File: src/rtl/demux_scan_ctrl_if.sv
// Control/status bundle between a scan master and demux_scan_ctrl,
// including the demux select/enable lines it drives.
interface demux_scan_ctrl_if #(
  parameter int DWELL_W = 8
);
  logic               start;
  logic               abort;
  logic [7:0]         mask;
  logic [DWELL_W-1:0] dwell;
  logic               cont;
  logic               a;
  logic               b;
  logic               c;
  logic               e;
  logic               busy;
  logic               done;

  modport master (
    output start, abort, mask, dwell, cont,
    input  a, b, c, e, busy, done
  );

  modport slave (
    input  start, abort, mask, dwell, cont,
    output a, b, c, e, busy, done
  );
endinterface

File: src/rtl/demux_scan_ctrl.sv
// Scan sequencer for a 1-to-8 demux: walks a channel mask in ascending order,
// holding the enable for a programmable dwell, and only moves select while e is low.
module demux_scan_ctrl #(
  parameter int DWELL_W = 8
) (
  input  logic            clk,
  input  logic            rst_n,
  demux_scan_ctrl_if.slave bus
);

  typedef enum logic [1:0] {
    IDLE = 2'd0,
    SEEK = 2'd1,
    ON   = 2'd2,
    GAP  = 2'd3
  } state_e;

  localparam logic [DWELL_W-1:0] DWELL_ZERO = {DWELL_W{1'b0}};
  localparam logic [DWELL_W-1:0] DWELL_ONE  = {{(DWELL_W-1){1'b0}}, 1'b1};

  state_e             state_q, state_d;
  logic [7:0]         mask_q, mask_d;
  logic [DWELL_W-1:0] dwell_q, dwell_d;
  logic               cont_q, cont_d;
  logic [2:0]         sel_q, sel_d;
  logic [DWELL_W-1:0] cnt_q, cnt_d;
  logic               e_q, e_d;
  logic               busy_q, busy_d;
  logic               done_q, done_d;

  logic [3:0]         first_s;
  logic [3:0]         next_s;

  // Returns {found, index} of the lowest set bit of m at or above floor_idx.
  function automatic logic [3:0] pick_lowest(input logic [7:0] m, input logic [3:0] floor_idx);
    logic [3:0] r;
    r = 4'b0000;
    for (int i = 7; i >= 0; i--) begin
      if (m[i] && (4'(i) >= floor_idx)) begin
        r = {1'b1, 3'(i)};
      end else begin
        r = r;
      end
    end
    return r;
  endfunction

  assign first_s = pick_lowest(mask_q, 4'd0);
  assign next_s  = pick_lowest(mask_q, {1'b0, sel_q} + 4'd1);

  // Next-state and output decode for the scan sequence.
  always_comb begin
    state_d = state_q;
    mask_d  = mask_q;
    dwell_d = dwell_q;
    cont_d  = cont_q;
    sel_d   = sel_q;
    cnt_d   = cnt_q;
    e_d     = e_q;
    busy_d  = busy_q;
    done_d  = 1'b0;
    case (state_q)
      IDLE: begin
        e_d    = 1'b0;
        busy_d = 1'b0;
        if (bus.start) begin
          if (bus.mask != 8'h00) begin
            mask_d  = bus.mask;
            dwell_d = (bus.dwell == DWELL_ZERO) ? DWELL_ONE : bus.dwell;
            cont_d  = bus.cont;
            busy_d  = 1'b1;
            state_d = SEEK;
          end else begin
            done_d  = 1'b1;
          end
        end else begin
          state_d = IDLE;
        end
      end
      SEEK: begin
        if (bus.abort) begin
          e_d     = 1'b0;
          busy_d  = 1'b0;
          state_d = IDLE;
        end else begin
          sel_d   = first_s[2:0];
          cnt_d   = dwell_q;
          e_d     = 1'b1;
          state_d = ON;
        end
      end
      ON: begin
        if (bus.abort) begin
          e_d     = 1'b0;
          busy_d  = 1'b0;
          state_d = IDLE;
        end else if (cnt_q <= DWELL_ONE) begin
          e_d     = 1'b0;
          state_d = GAP;
        end else begin
          cnt_d   = cnt_q - DWELL_ONE;
        end
      end
      GAP: begin
        // Select may only move here, where e is already low.
        if (bus.abort) begin
          busy_d  = 1'b0;
          state_d = IDLE;
        end else if (next_s[3]) begin
          sel_d   = next_s[2:0];
          cnt_d   = dwell_q;
          e_d     = 1'b1;
          state_d = ON;
        end else if (cont_q) begin
          sel_d   = first_s[2:0];
          cnt_d   = dwell_q;
          e_d     = 1'b1;
          state_d = ON;
        end else begin
          busy_d  = 1'b0;
          done_d  = 1'b1;
          state_d = IDLE;
        end
      end
      default: begin
        e_d     = 1'b0;
        busy_d  = 1'b0;
        state_d = IDLE;
      end
    endcase
  end

  // State and output registers with synchronous active-low reset.
  always_ff @(posedge clk) begin
    if (!rst_n) begin
      state_q <= IDLE;
      mask_q  <= 8'h00;
      dwell_q <= DWELL_ZERO;
      cont_q  <= 1'b0;
      sel_q   <= 3'd0;
      cnt_q   <= DWELL_ZERO;
      e_q     <= 1'b0;
      busy_q  <= 1'b0;
      done_q  <= 1'b0;
    end else begin
      state_q <= state_d;
      mask_q  <= mask_d;
      dwell_q <= dwell_d;
      cont_q  <= cont_d;
      sel_q   <= sel_d;
      cnt_q   <= cnt_d;
      e_q     <= e_d;
      busy_q  <= busy_d;
      done_q  <= done_d;
    end
  end

  assign bus.a    = sel_q[2];
  assign bus.b    = sel_q[1];
  assign bus.c    = sel_q[0];
  assign bus.e    = e_q;
  assign bus.busy = busy_q;
  assign bus.done = done_q;

endmodule

File: src/flat_wrapper.sv
// flat-port wrapper written by rule: the top's interface ports become plain ports
module demux_scan_ctrl_flat 
#(
  parameter int DWELL_W = 8
)
  (clk, rst_n, bus_start, bus_abort, bus_mask, bus_dwell, bus_cont, bus_a, bus_b, bus_c, bus_e, bus_busy, bus_done);
  demux_scan_ctrl_if #(.DWELL_W(DWELL_W)) bus_i ();
  input  logic clk;
  input  logic rst_n;
  input wire logic [$bits(bus_i.start)-1:0] bus_start;
  input wire logic [$bits(bus_i.abort)-1:0] bus_abort;
  input wire logic [$bits(bus_i.mask)-1:0] bus_mask;
  input wire logic [$bits(bus_i.dwell)-1:0] bus_dwell;
  input wire logic [$bits(bus_i.cont)-1:0] bus_cont;
  output wire logic [$bits(bus_i.a)-1:0] bus_a;
  output wire logic [$bits(bus_i.b)-1:0] bus_b;
  output wire logic [$bits(bus_i.c)-1:0] bus_c;
  output wire logic [$bits(bus_i.e)-1:0] bus_e;
  output wire logic [$bits(bus_i.busy)-1:0] bus_busy;
  output wire logic [$bits(bus_i.done)-1:0] bus_done;
  assign bus_i.start = bus_start;
  assign bus_i.abort = bus_abort;
  assign bus_i.mask = bus_mask;
  assign bus_i.dwell = bus_dwell;
  assign bus_i.cont = bus_cont;
  assign bus_a = bus_i.a;
  assign bus_b = bus_i.b;
  assign bus_c = bus_i.c;
  assign bus_e = bus_i.e;
  assign bus_busy = bus_i.busy;
  assign bus_done = bus_i.done;
  demux_scan_ctrl #(.DWELL_W(DWELL_W)) u_core (.clk(clk), .rst_n(rst_n), .bus(bus_i));
endmodule
File: config.mk
export PLATFORM = sky130hd
export DESIGN_NAME = demux_scan_ctrl_flat
export DESIGN_NICKNAME = d
export VERILOG_FILES = /design/src/rtl/demux_scan_ctrl_if.sv /design/src/rtl/demux_scan_ctrl.sv /design/src/flat_wrapper.sv
export SDC_FILE = /design/constraint.sdc
export NUM_CORES = 1
export LEC_CHECK = 0
export CAP_MARGIN = 20
export CORE_MARGIN = 2
export CORE_UTILIZATION = 35
export CTS_CLUSTER_DIAMETER = 100
export DETAILED_ROUTE_END_ITERATION = 10
export PLACE_DENSITY = 0.61
export RECOVER_POWER = 100
export REMOVE_ABC_BUFFERS = 1
export SETUP_SLACK_MARGIN = 0.2
export SLEW_MARGIN = 20
export SYNTH_ARGS = -nofsm -noshare
export SYNTH_HDL_FRONTEND = slang
export SYNTH_SLANG_ARGS = --single-unit
File: constraint.sdc
create_clock -name clk -period 5.1 [get_ports clk]
set_input_delay 1.02 -clock clk [delete_from_list [all_inputs] [get_ports clk]]
set_output_delay 1.02 -clock clk [all_outputs]
set_load 0.02 [all_outputs]
# Word-level counts from Yosys, hierarchy flattened
# Cells that the tools add are included.
[op_classes] magnitude_cmp=9 n_mux=58 n_reduce_logical=20 addsub=2 eq_ne=13
[ops] op="$mux W8" count=7
[ops] op="$mux W3" count=12
[ops] op="$mux W4" count=8
[ops] op="$pmux W8 S3" count=1
[ops] op="$mux W1" count=17
[ops] op="$ge A3 B4 Y1 const A" count=4
[ops] op="$mux W2" count=8
[ops] op="$reduce_and A3 Y1" count=3
[ops] op="$ge A1 B4 Y1 const A" count=2
[ops] op="$ge A2 B4 Y1 const A" count=2
[ops] op="$le A8 B1 Y1 const B" count=1
[ops] op="$logic_and A1 B1 Y1" count=8
[ops] op="$logic_not A8 Y1" count=1
[ops] op="$ne A2 B2 Y1 const B" count=4
[ops] op="$pmux W2 S4" count=1
[ops] op="$reduce_bool A8 Y1" count=1
[ops] op="$sub A8 B1 Y8 const B" count=1
[ops] op="$ne A3 B2 Y1 const B" count=2
[ops] op="$ne A3 B3 Y1 const B" count=2
[ops] op="$pmux W3 S2" count=1
[ops] op="$reduce_and A6 Y1" count=1
[ops] op="$add A3 B1 Y4 const B" count=1
[ops] op="$eq A2 B2 Y1 const B" count=2
[ops] op="$pmux W1 S4" count=1
[ops] op="other kinds (11)" count=11
[word_totals] elab_cells=111 ff_bits=33

# Depth between registers and ports, before layout
# Gate-level depths: netlist (run 1).
[logic_depth] depth_word=14 ltp_mapped=9 mapped_depth_nobuf=8

# Worst setup path after synthesis (run 1)
# OpenSTA, ideal clock, no wires.
[synth_timing] kind="flip-flop to flip-flop" from="register u_core.sel_q[1]" to="register u_core.e_q (netlist: u_core.bus.e)" t_required_ns=4.978 path_stages_with_launch=9 setup_time_ns=0.122 arrival_time_ns=2.180 path_slack_ns=2.798 path_cell_list="dfxtp_1 > inv_1 > ha_1 > nand2b_1 > o311a_1 > or3_4 > nor3_4 > nor2_1 > o311a_1"
[synth_via] elab_chain_cells=14
[synth_lines] item="start, declared" line="demux_scan_ctrl.sv:25" text="logic [2:0] sel_q, sel_d;"
[synth_lines] item="start signal, assigned" line="demux_scan_ctrl.sv:150" text="sel_q <= sel_d;"
[synth_lines] item="$add A3 B1 Y4 (*)" line="demux_scan_ctrl.sv:49" text="assign next_s = pick_lowest(mask_q, {1'b0, sel_q} + 4'd1);"
[synth_lines] item="$ge A3 B4 Y1" line="demux_scan_ctrl.sv:39" text="if (m[i] && (4'(i) >= floor_idx)) begin"
[synth_lines] item="$logic_and A1 B1 Y1" line="demux_scan_ctrl.sv:39"
[synth_lines] item="$mux W4 (7 in a row)" line="demux_scan_ctrl.sv:39"
[synth_lines] item="$mux W4 (*)" line="demux_scan_ctrl.sv:39"
[synth_lines] item="$mux W1" line="demux_scan_ctrl.sv:109" text="end else if (next_s[3]) begin"
[synth_lines] item="$mux W1" line="demux_scan_ctrl.sv:106" text="if (bus.abort) begin"
[synth_lines] item="$pmux W1 S4" line="demux_scan_ctrl.sv:62" text="case (state_q)"
[synth_lines] item="end signal, assigned" line="demux_scan_ctrl.sv:142" text="e_q <= 1'b0;"
[synth_lines] item="end signal, assigned" line="demux_scan_ctrl.sv:152" text="e_q <= e_d;"
[synth_lines] item="end, declared" line="demux_scan_ctrl.sv:27" text="logic e_q, e_d;"
# Mark *: on every way between the ends. The rest lies on a longest branch, timed or not. The select of a mux whose other input is x is not followed.
# A chain may end at the register's enable or synchronous reset.

# Final worst setup path (run 1)
[layout_timing] from="input port rst_n" to="register u_core.cnt_q[3]"
[layout_rtl] item="start, declared" line="flat_wrapper.sv:9" text="input logic rst_n;"
[layout_rtl] item="end signal, assigned" line="demux_scan_ctrl.sv:151" text="cnt_q <= cnt_d;"
[layout_rtl] item="end, declared" line="demux_scan_ctrl.sv:26" text="logic [DWELL_W-1:0] cnt_q, cnt_d;"
# No word-level cell between the ends.

==> results, run 1 <==
- Of the available clock period, the critical path in the final layout requires 60.3%.
- At the end of routability-driven placement, the weighted congestion stood at 0.818.
- The clock network is responsible for 33.1% of the overall power.
- The number of global-route vias before repair is 1586.
- The die span in x is 78.1 µm.
- The final antenna-violating net count is 0.
- The headroom to the max-slew limit is 45.6%.
- Across the routed clock network, the largest skew measured is 2.77 ps.
- STA classifies the critical path endpoint as a flip-flop.
- The flow ran to the end, and the final reports show no timing, DRC or antenna violations.
- Clock latency on the worst-skew pair, taken at its later pin, is 290 ps.
- Using the TritonRoute via totals, the vias-per-cell ratio works out to 5.28.
- The detailed router finished its first iteration with 84 violations.
- After the flow finishes, the layout carries non-filler instances totaling 346.
- From synthesis to final layout, the design area changed by 19.3%.
- The final core area utilization is 44.0%.
- Clock-pin slew was measured on the worst setup and hold paths at 70 ps.
- Of the total synthesized cell area, the portion taken by XOR and XNOR cells is 0.456%.
- The predominant post-synthesis flop cell is sky130_fd_sc_hd__dfxtp_1.
- The setup total negative slack is 0 ps.
- Synthesis produced 251 cells.
- Setup violations remaining at the end of the flow were counted as 0.
- Summed over all layers, the global routing overflow is 0.
- After synthesis, the largest family of logic cells by area is compound AO/OA/AOI/OAI gates.
- The synthesized design contains 0 enable-type register cells.
- Counting every sink on the clock net gives 33.
- The peak supply drop is 114 µV.
- The sequential fraction of the synthesis area is 34.4%.
- Clock tree synthesis inserted a total of 5 buffers.
- In this run, post-CTS repair resized a total of 0 instances.
- The share of synthesized area spent on multiplexers is 2.08%.
- Summed over all cells, the static leakage comes to 0.000853 µW.
- Cell internal power was estimated by the tool at 411 µW.
- The filler cell count is 571.
- The tool flagged a number of max-cap violations equal to 0.
- The floorplan step defined a core boundary enclosing 5200 µm².
- The fraction of registers with async set/reset is 0%.
- The largest fanout of any net on the critical path is 27.
- The clock tree synthesis step divided the H-tree into 2 levels.
- The total count of hold-check failures in the final report is 0.
- The number of remaining DRC errors is 0.
- The post-place instance area is 2220 µm².
- The share of the synthesized area in compound gates (AO/OA/AOI/OAI) is 27.4%.
- Counting along the longest clock path gives a buffer depth of 2.
- The antenna diode count is 0.
- The switching portion of total power is 28.8%.
- After synthesis, the netlist uses 46 different library cells.
- Entering global routing, the biggest net connects 28 pins.
- The final standard cell area without fillers is 2290 µm².
- The first detailed-routing pass took 4 iterations.
- The sequential cell fraction of total power is 48.7%.
- Of the cells placed in the final design, the portion with a size suffix greater than 1 is 3.26%.
- Combinational logic is responsible for 18.2% of the overall power.
- Summing all multi-input logic gate instances after layout gives 1140 µm².
- The clock tree from TritonCTS is yes.
- The die height is 78.1 µm.
- Setup repair after global routing left no endpoint under its margin.
- The footprint of the flip-flops and latches is 661 µm².
- The worst setup path is launched from an input port.
- The placement row count is 26.
- At the pin with the least slew margin, the transition time is 816 ps.
- The total number of nets in the final design is 306.
- The number of pins with negative max-slew slack in the final report came to 0.
- The yosys synthesis warning count is 0.
- The worst hold path belongs to the class flip-flop to flip-flop.
- The die covers 6100 µm².
- Summing the areas of all fa, ha and maj instances in the mapped netlist gives 6.51% of the synthesized area.
- For the finished layout, the period the worst path requires is 3080 ps.
- The I/O pin count is 27.
- Once routing completed, OpenROAD measured the worst setup slack at 2020 ps.
- After detailed placement, the design holds a cell count of 337.
- Hold repair after CTS inserted 0 buffers.
- Buffers placed on the I/O ports in this run total 26.
- The clock root buffer is sky130_fd_sc_hd__clkbuf_8.
- Summed over all nets, the half-perimeter wirelength after detailed placement is 3190 µm.
- The mapped netlist covers 1920 µm².
- The overall routing resource usage is 15.3%.
- The number of antenna violations at the first check in global routing is 0.
- Power spread over the standard cell area amounts to 252 nW/µm².
- The post-detailed-routing wire length is 4450 µm.
- Data on the critical path arrives at its endpoint at 3260 ps.
- Data on the critical path is required at its endpoint by 5280 ps.
- The mean instance size in the synthesized netlist is 7.65 µm².
- The net switching power is 166 µW.
- The worst slack at placement is 1790 ps.
- Static timing analysis puts the maximum clock frequency at 325 MHz.
- The initial standard-cell utilization of the core is 36.9%.
- In this run, synthesis produced a sequential element count of 33.
- The per-cell routed wire length is 12.9 µm.
- The first global-routing pass estimated 7420 µm of wire.
- The kind of critical path is input port to flip-flop.
- The post-synthesis simple-gate area fraction is 24.0%.
- Buffers added to address setup during post-CTS repair amount to 0.
- For this block, the via count after detailed routing is 1828.
final cells by class:
cell class | count | share of cell area [%]
Inverter | 14 | 2.29
Clock buffer | 6 | 3.17
Clock inverter | 2 | 0.437
Timing Repair Buffer | 27 | 11.7
Sequential cell | 33 | 28.8
Multi-Input combinational cell | 194 | 49.8
Tap cell | 70 | 3.82
Yosys cell counts (2+ instances only):
master                      number  area [µm²]
sky130_fd_sc_hd__a211o_1         2        17.5
sky130_fd_sc_hd__a211oi_1        3        22.5
sky130_fd_sc_hd__a21oi_1        28         140
sky130_fd_sc_hd__a31oi_1         6        37.5
sky130_fd_sc_hd__a32oi_1         3        26.3
sky130_fd_sc_hd__buf_4           2        15.0
sky130_fd_sc_hd__clkbuf_1        7        26.3
sky130_fd_sc_hd__dfxtp_1        33         661
sky130_fd_sc_hd__ha_1           10         125
sky130_fd_sc_hd__inv_1          13        48.8
sky130_fd_sc_hd__mux2i_1         4        40.0
sky130_fd_sc_hd__nand2_1        48         180
sky130_fd_sc_hd__nand2b_1        3        18.8
sky130_fd_sc_hd__nand3_1         6        30.0
sky130_fd_sc_hd__nor2_1         23        86.3
sky130_fd_sc_hd__nor2b_1         2        12.5
sky130_fd_sc_hd__nor3_1          6        30.0
sky130_fd_sc_hd__nor4_1          4        25.0
sky130_fd_sc_hd__o211a_1         2        20.0
sky130_fd_sc_hd__o211ai_1        3        22.5
sky130_fd_sc_hd__o21a_1          2        15.0
sky130_fd_sc_hd__o21ai_0         4        20.0
sky130_fd_sc_hd__o21ai_1         2        10.0
sky130_fd_sc_hd__o22ai_1         5        31.3
sky130_fd_sc_hd__o2bb2ai_1       2        17.5
sky130_fd_sc_hd__o311a_1         2        20.0
sky130_fd_sc_hd__o32ai_1         6        52.6
sky130_fd_sc_hd__or3_1           2        12.5
state kept, by name, summed over array words and instances (netlist names):
signal,count
u_core.bus.e,1
u_core.mask_q,8
u_core.bus.busy,1
u_core.cont_q,1
u_core.dwell_q,8
u_core.cnt_q,8
u_core.bus.done,1
u_core.sel_q,3
u_core.state_q,2
power by group through the flow:
| stage | Clock [µW] | Combinational (µW) | Sequential, µW |
|---|---|---|---|
| finish | 191 | 105 | 281 |
| global route | 209 | 117 | 283 |
| CTS | 198 | 109 | 282 |
| detailed placement | 0 | 108 | 287 |
| global placement | 0 | 108 | 287 |
| floorplan | 0 | 67.7 | 286 |
cells in the final DEF (no fill, tap or decap), types with 4 or more instances in the layout:
cell type                         instances
sky130_fd_sc_hd__dlygate4sd3_1            7
sky130_fd_sc_hd__inv_1                   13
sky130_fd_sc_hd__o32ai_1                  6
sky130_fd_sc_hd__o21ai_0                  4
sky130_fd_sc_hd__ha_1                    10
sky130_fd_sc_hd__mux2i_1                  4
sky130_fd_sc_hd__a21oi_1                 28
sky130_fd_sc_hd__o22ai_1                  5
sky130_fd_sc_hd__clkbuf_8                 5
sky130_fd_sc_hd__clkdlybuf4s50_1         19
sky130_fd_sc_hd__a31oi_1                  6
sky130_fd_sc_hd__nand3_1                  6
sky130_fd_sc_hd__nor2_1                  23
sky130_fd_sc_hd__nor3_1                   7
sky130_fd_sc_hd__nand2_1                 48
sky130_fd_sc_hd__dfxtp_1                 33
sky130_fd_sc_hd__nor4_1                   4
metal layers:
layer | up-vias | global-route usage, % | share of wire [%]
met2 | 42 | 21.6 | 40
li1 | 957 | - | -
met1 | 822 | 21.8 | 54
met3 | 7 | 3.79 | 4.3
met4 | 0 | 7.02 | 2.0
met5 | - | 0 | 0
through the flow:
step,power (µW),hold slack [ps]
4_1_cts,588,455
2_1_floorplan,354,432
3_3_place_gp,395,441
6_report,577,451
5_1_grt,610,473
3_5_place_dp,395,445
cell families (layout without fill, tap and decap cells):
| kind of cell | count (synthesis) | after routing |
|---|---|---|
| mux | 4 | 4 |
| fa+ha+maj | 10 | 10 |
| xor+xnor | 1 | 1 |
| simple gates | 101 | 101 |
| flops | 33 | 33 |
| compound gates | 78 | 78 |
| buf+inv | 24 | 49 |
worst max-delay path: stages:
cell and delay [ps]:
sky130_fd_sc_hd__dlygate4sd3_1 910, sky130_fd_sc_hd__clkinv_1 800, sky130_fd_sc_hd__o32ai_1 520
path summary, 6_finish.rpt:
path,start,endpoint,slack [ps],depth (start not counted)
hold / removal,u_core.dwell_q[5],u_core.dwell_q[5],450,2
hold reg to reg,u_core.dwell_q[5],u_core.dwell_q[5],450,2
setup / recovery,rst_n,u_core.cnt_q[3],2020,3
setup reg to reg,u_core.sel_q[1],u_core.state_q[1],2450,8
No activity file was read; power rests on OpenSTA's default activity.
==> run 2, diff against run 1 <==
- PLACE_DENSITY: 0.61 -> 0.63
- clock period: 5.1 -> 2.6 ns (I/O delays scaled with it)
==> run 2 against run 1 <==
Total power increased by 130%. Die area unchanged. Hold slack better by 2.7 ps. Worst setup slack worse by 1800 ps. Routed wire length grew 3.8%. Critical endpoint is now u_core.sel_q[0]. Non-clock buffer count increased by 7. Register-to-register slack lost 2200 ps. Clock-buffer cell count stayed put. Global-route usage rose by 0.95 points. Critical path type is now flip-flop to flip-flop. Highest routed layer unchanged.
==> results, run 2 (synthesized netlist as in run 1, its figures left out) <==
- Dividing the final minimum period by the clock period gives 92.2%.
- The total number of nets in the final design is 313 (was 306).
- The TritonCTS buffer count came to 5 (unchanged).
- The clock insertion delay at the later pin of the skew report is 290 ps (about the same).
- The peak supply drop is 270 µV (was 114 µV).
- The global-route wire length before repair is 7830 µm (was 7420 µm).
- The count of input and output buffers is 26 (unchanged).
- The post-detailed-routing wire length is 4620 µm (was 4450 µm).
- The clock root buffer is sky130_fd_sc_hd__clkbuf_8 (unchanged).
- The number of hold buffers added after cts is 0 (unchanged).
- The final worst slack is 203 ps (was 2020 ps).
- The number of detailed-routing iterations run before antenna repair came to 4 (unchanged).
- The per-cell routed wire length is 13.1 µm (was 12.9 µm).
- The headroom to the max-slew limit is 62.6% (was 45.6%).
- The kind of critical path is flip-flop to flip-flop (was input port to flip-flop).
- The footprint of the flip-flops and latches is 666 µm² (was 661 µm²).
- The multi-input logic area came to 1200 µm² (was 1140 µm²).
- The die height is 78.1 µm (unchanged).
- The worst slack at placement is 259 ps (was 1790 ps).
- The initial standard-cell utilization of the core was 36.9% (unchanged).
- The standard cell with the maximum stage delay on the critical path is sky130_fd_sc_hd__or3_1 (was sky130_fd_sc_hd__dlygate4sd3_1).
- The die span in x is 78.1 µm (unchanged).
- The synthesis-to-layout area growth is 27.4% (was 19.3%).
- The total count of hold-check failures in the final report is 0 (unchanged).
- The total setup violations reported at the end of the flow is 0 (unchanged).
- Most used cells in the layout excluding fill and tap cells: 48 x sky130_fd_sc_hd__nand2_1, 31 x sky130_fd_sc_hd__dfxtp_1, 28 x sky130_fd_sc_hd__a21oi_1, 23 x sky130_fd_sc_hd__nor2_1, 18 x sky130_fd_sc_hd__clkdlybuf4s50_1 (was 48 x sky130_fd_sc_hd__nand2_1, 33 x sky130_fd_sc_hd__dfxtp_1, 28 x sky130_fd_sc_hd__a21oi_1, 23 x sky130_fd_sc_hd__nor2_1, 19 x sky130_fd_sc_hd__clkdlybuf4s50_1).
- The count of max-cap constraint violations was 0 (unchanged).
- Run status: finished, final reports clean (unchanged).
- The cell family with the largest share of critical-path delay is compound AO/OA/AOI/OAI gates (was buffers and inverters).
- The detailed placement HPWL was 3350 µm (was 3190 µm).
- The data arrival time of the critical path came to 2620 ps (was 3260 ps).
- The filler cell count is 552 (was 571).
- The transition at the pin with the smallest max-transition slack is 556 ps (was 816 ps).
- The die outline area is 6100 µm² (unchanged).
- The number of design-rule violations left by the first detailed-router iteration is 112 (was 84).
- The routed via count is 1879 (was 1828).
- The power density normalized to cell area is 532 nW/µm² (was 252 nW/µm²).
- The number of global-route vias before repair is 1688 (was 1586).
- The number of sinks handled by clock tree synthesis was 33 (unchanged).
- RSZ-0062 raised after global routing: false (unchanged).
- The most common cell after layout, fill and taps aside is sky130_fd_sc_hd__nand2_1 (unchanged).
- The antenna diode count came to 0 (unchanged).
- The buffering stage count on the worst path with inverters included was 0 (was 2).
- The number of cells on the worst reg-to-reg path came to 7 (was 8).
- The buffer depth of the longest clock path was 2 (unchanged).
- The critical path launch point type is a flip-flop (was input port).
- The I/O pin count is 27 (unchanged).
- The largest fanout of any net on the critical path is 7 (was 27).
- The overall routing resource usage was 16.2% (was 15.3%).
- The highest cell delay on the worst timing path was 460 ps (was 910 ps).
- The pin count of the biggest net entering global routing is 28 (unchanged).
- The clock slew at the register clock pins of the worst setup and hold paths was 70 ps (about the same).
- The residual overflow from global routing is 0 (unchanged).
- The worst hold path depth is 2 (unchanged).
- The placement row count came to 26 (unchanged).
- The clock tree from TritonCTS is yes (unchanged).
- The shortest clock period the worst path allows after layout is 2400 ps.
- The worst clock skew is 2.28 ps (was 2.77 ps).
- The type of destination of the critical path is a flip-flop (unchanged).
- The global placement routability congestion was 0.917 (was 0.818).
- The logic depth of the worst path, buffers included was 7 (was 3).
- The number of remaining DRC errors is 0 (unchanged).
- The number of pins with negative max-slew slack in the final report is 0 (unchanged).
- The deepest level of the CTS H-tree was 2 (unchanged).
- The share of post-route cells with drive strength above 1 is 8.83% (was 3.26%).
- The final antenna-violating net count is 0 (unchanged).
- For this run, the top clock speed supported by timing is 417 MHz.
- The endpoint required time on the critical path is 2830 ps (was 5280 ps).
- The core footprint is 5200 µm² (unchanged).
- The cell leakage power is 0.000915 µW (was 0.000853 µW).
- Registers with the most flip-flops: u_core.cnt_q: 8 flops, u_core.dwell_q: 8 flops, u_core.mask_q: 8 flops (unchanged).
- The via count normalized by instance count is 5.32 (was 5.28).
- The setup total negative slack is 0 ps (unchanged).
- The worst hold-check path type is flip-flop to flip-flop (unchanged).
- The number of antenna violations at the first check in global routing was 0 (unchanged).
- Critical-path cell list: ha_1 > xnor2_1 > o311a_4 > or3_1 > o21ai_0 > o211ai_1 > a31oi_1 (was dlygate4sd3_1 > clkinv_1 > o32ai_1).
-- run 2: changes by cell type in the layout (fill, tap and decap cells not counted), moves of 2 or more --
cell,change
sky130_fd_sc_hd__clkinv_2,-2
sky130_fd_sc_hd__buf_4,+7
sky130_fd_sc_hd__nor3_1,-2
sky130_fd_sc_hd__dfxtp_1,-2
-- run 2: worst paths after layout --
check                    startpoint           endpoint  slack [ps]
setup / recovery    u_core.sel_q[0]    u_core.sel_q[0]         200
hold / removal    u_core.dwell_q[6]  u_core.dwell_q[6]         450
setup reg to reg    u_core.sel_q[0]    u_core.sel_q[0]         200
hold reg to reg   u_core.dwell_q[6]  u_core.dwell_q[6]         450
-- run 2: worst register-to-register path: stages (launching register included) --
cell and delay (ps):
sky130_fd_sc_hd__dfxtp_1 450, sky130_fd_sc_hd__ha_1 240, sky130_fd_sc_hd__xnor2_1 140, sky130_fd_sc_hd__o311a_4 400, sky130_fd_sc_hd__or3_1 460, sky130_fd_sc_hd__o21ai_0 300
sky130_fd_sc_hd__o211ai_1 170, sky130_fd_sc_hd__a31oi_1 180
-- run 2: repair_timing --
action / 4_1_cts / 5_1_grt
setup buffers: 0 / 0
setup endpoints to repair: 0 / 15
resized for setup: 0 / 10
-- run 2: metal layers --
metal	vias up	GRT usage (%)	share of wire (%)
li1	971	-	-
met3	7	4.37	4.1
met5	-	0	0
met4	0	6.67	1.6
met2	47	22.5	42
met1	854	23.5	53
-- run 2: power by group --
part / switching [µW] / internal (µW) / total [µW] / leakage (µW)
logic: 124 / 107 / 231 / 0.000587
registers: 23.0 / 528 / 551 / 0.000271
clock network: 207 / 312 / 519 / 0.0000574
total: 354 / 947 / 1300 / 0.000915
-- run 2: area by class of cell --
class	instances	area share [%]
multi-input cells	194	49.1
clock buffers	6	3.37
well taps	70	3.58
flip-flops and latches	33	27.2
inverters	14	2.15
clock inverters	2	1.53
repair buffers	34	13.1
-- run 2: stage by stage --
stage,cells,hold WS [ps],instance area [µm²],util (%),power [µW]
6_report,353,454,2450,47.0,1300
3_5_place_dp,345,449,2280,43.9,787
3_3_place_gp,345,439,2280,43.9,785
4_1_cts,353,459,2400,46.2,1310
2_1_floorplan,241,432,1880,-,694
5_1_grt,353,480,2450,47.0,1370
==> run 3, diff against run 2 <==
- SLEW_MARGIN: 20 -> not set
- TNS_END_PERCENT: not set -> 100
==> results of run 3 <==
The final DEF is identical to that of run 2; final timing and power are the same.
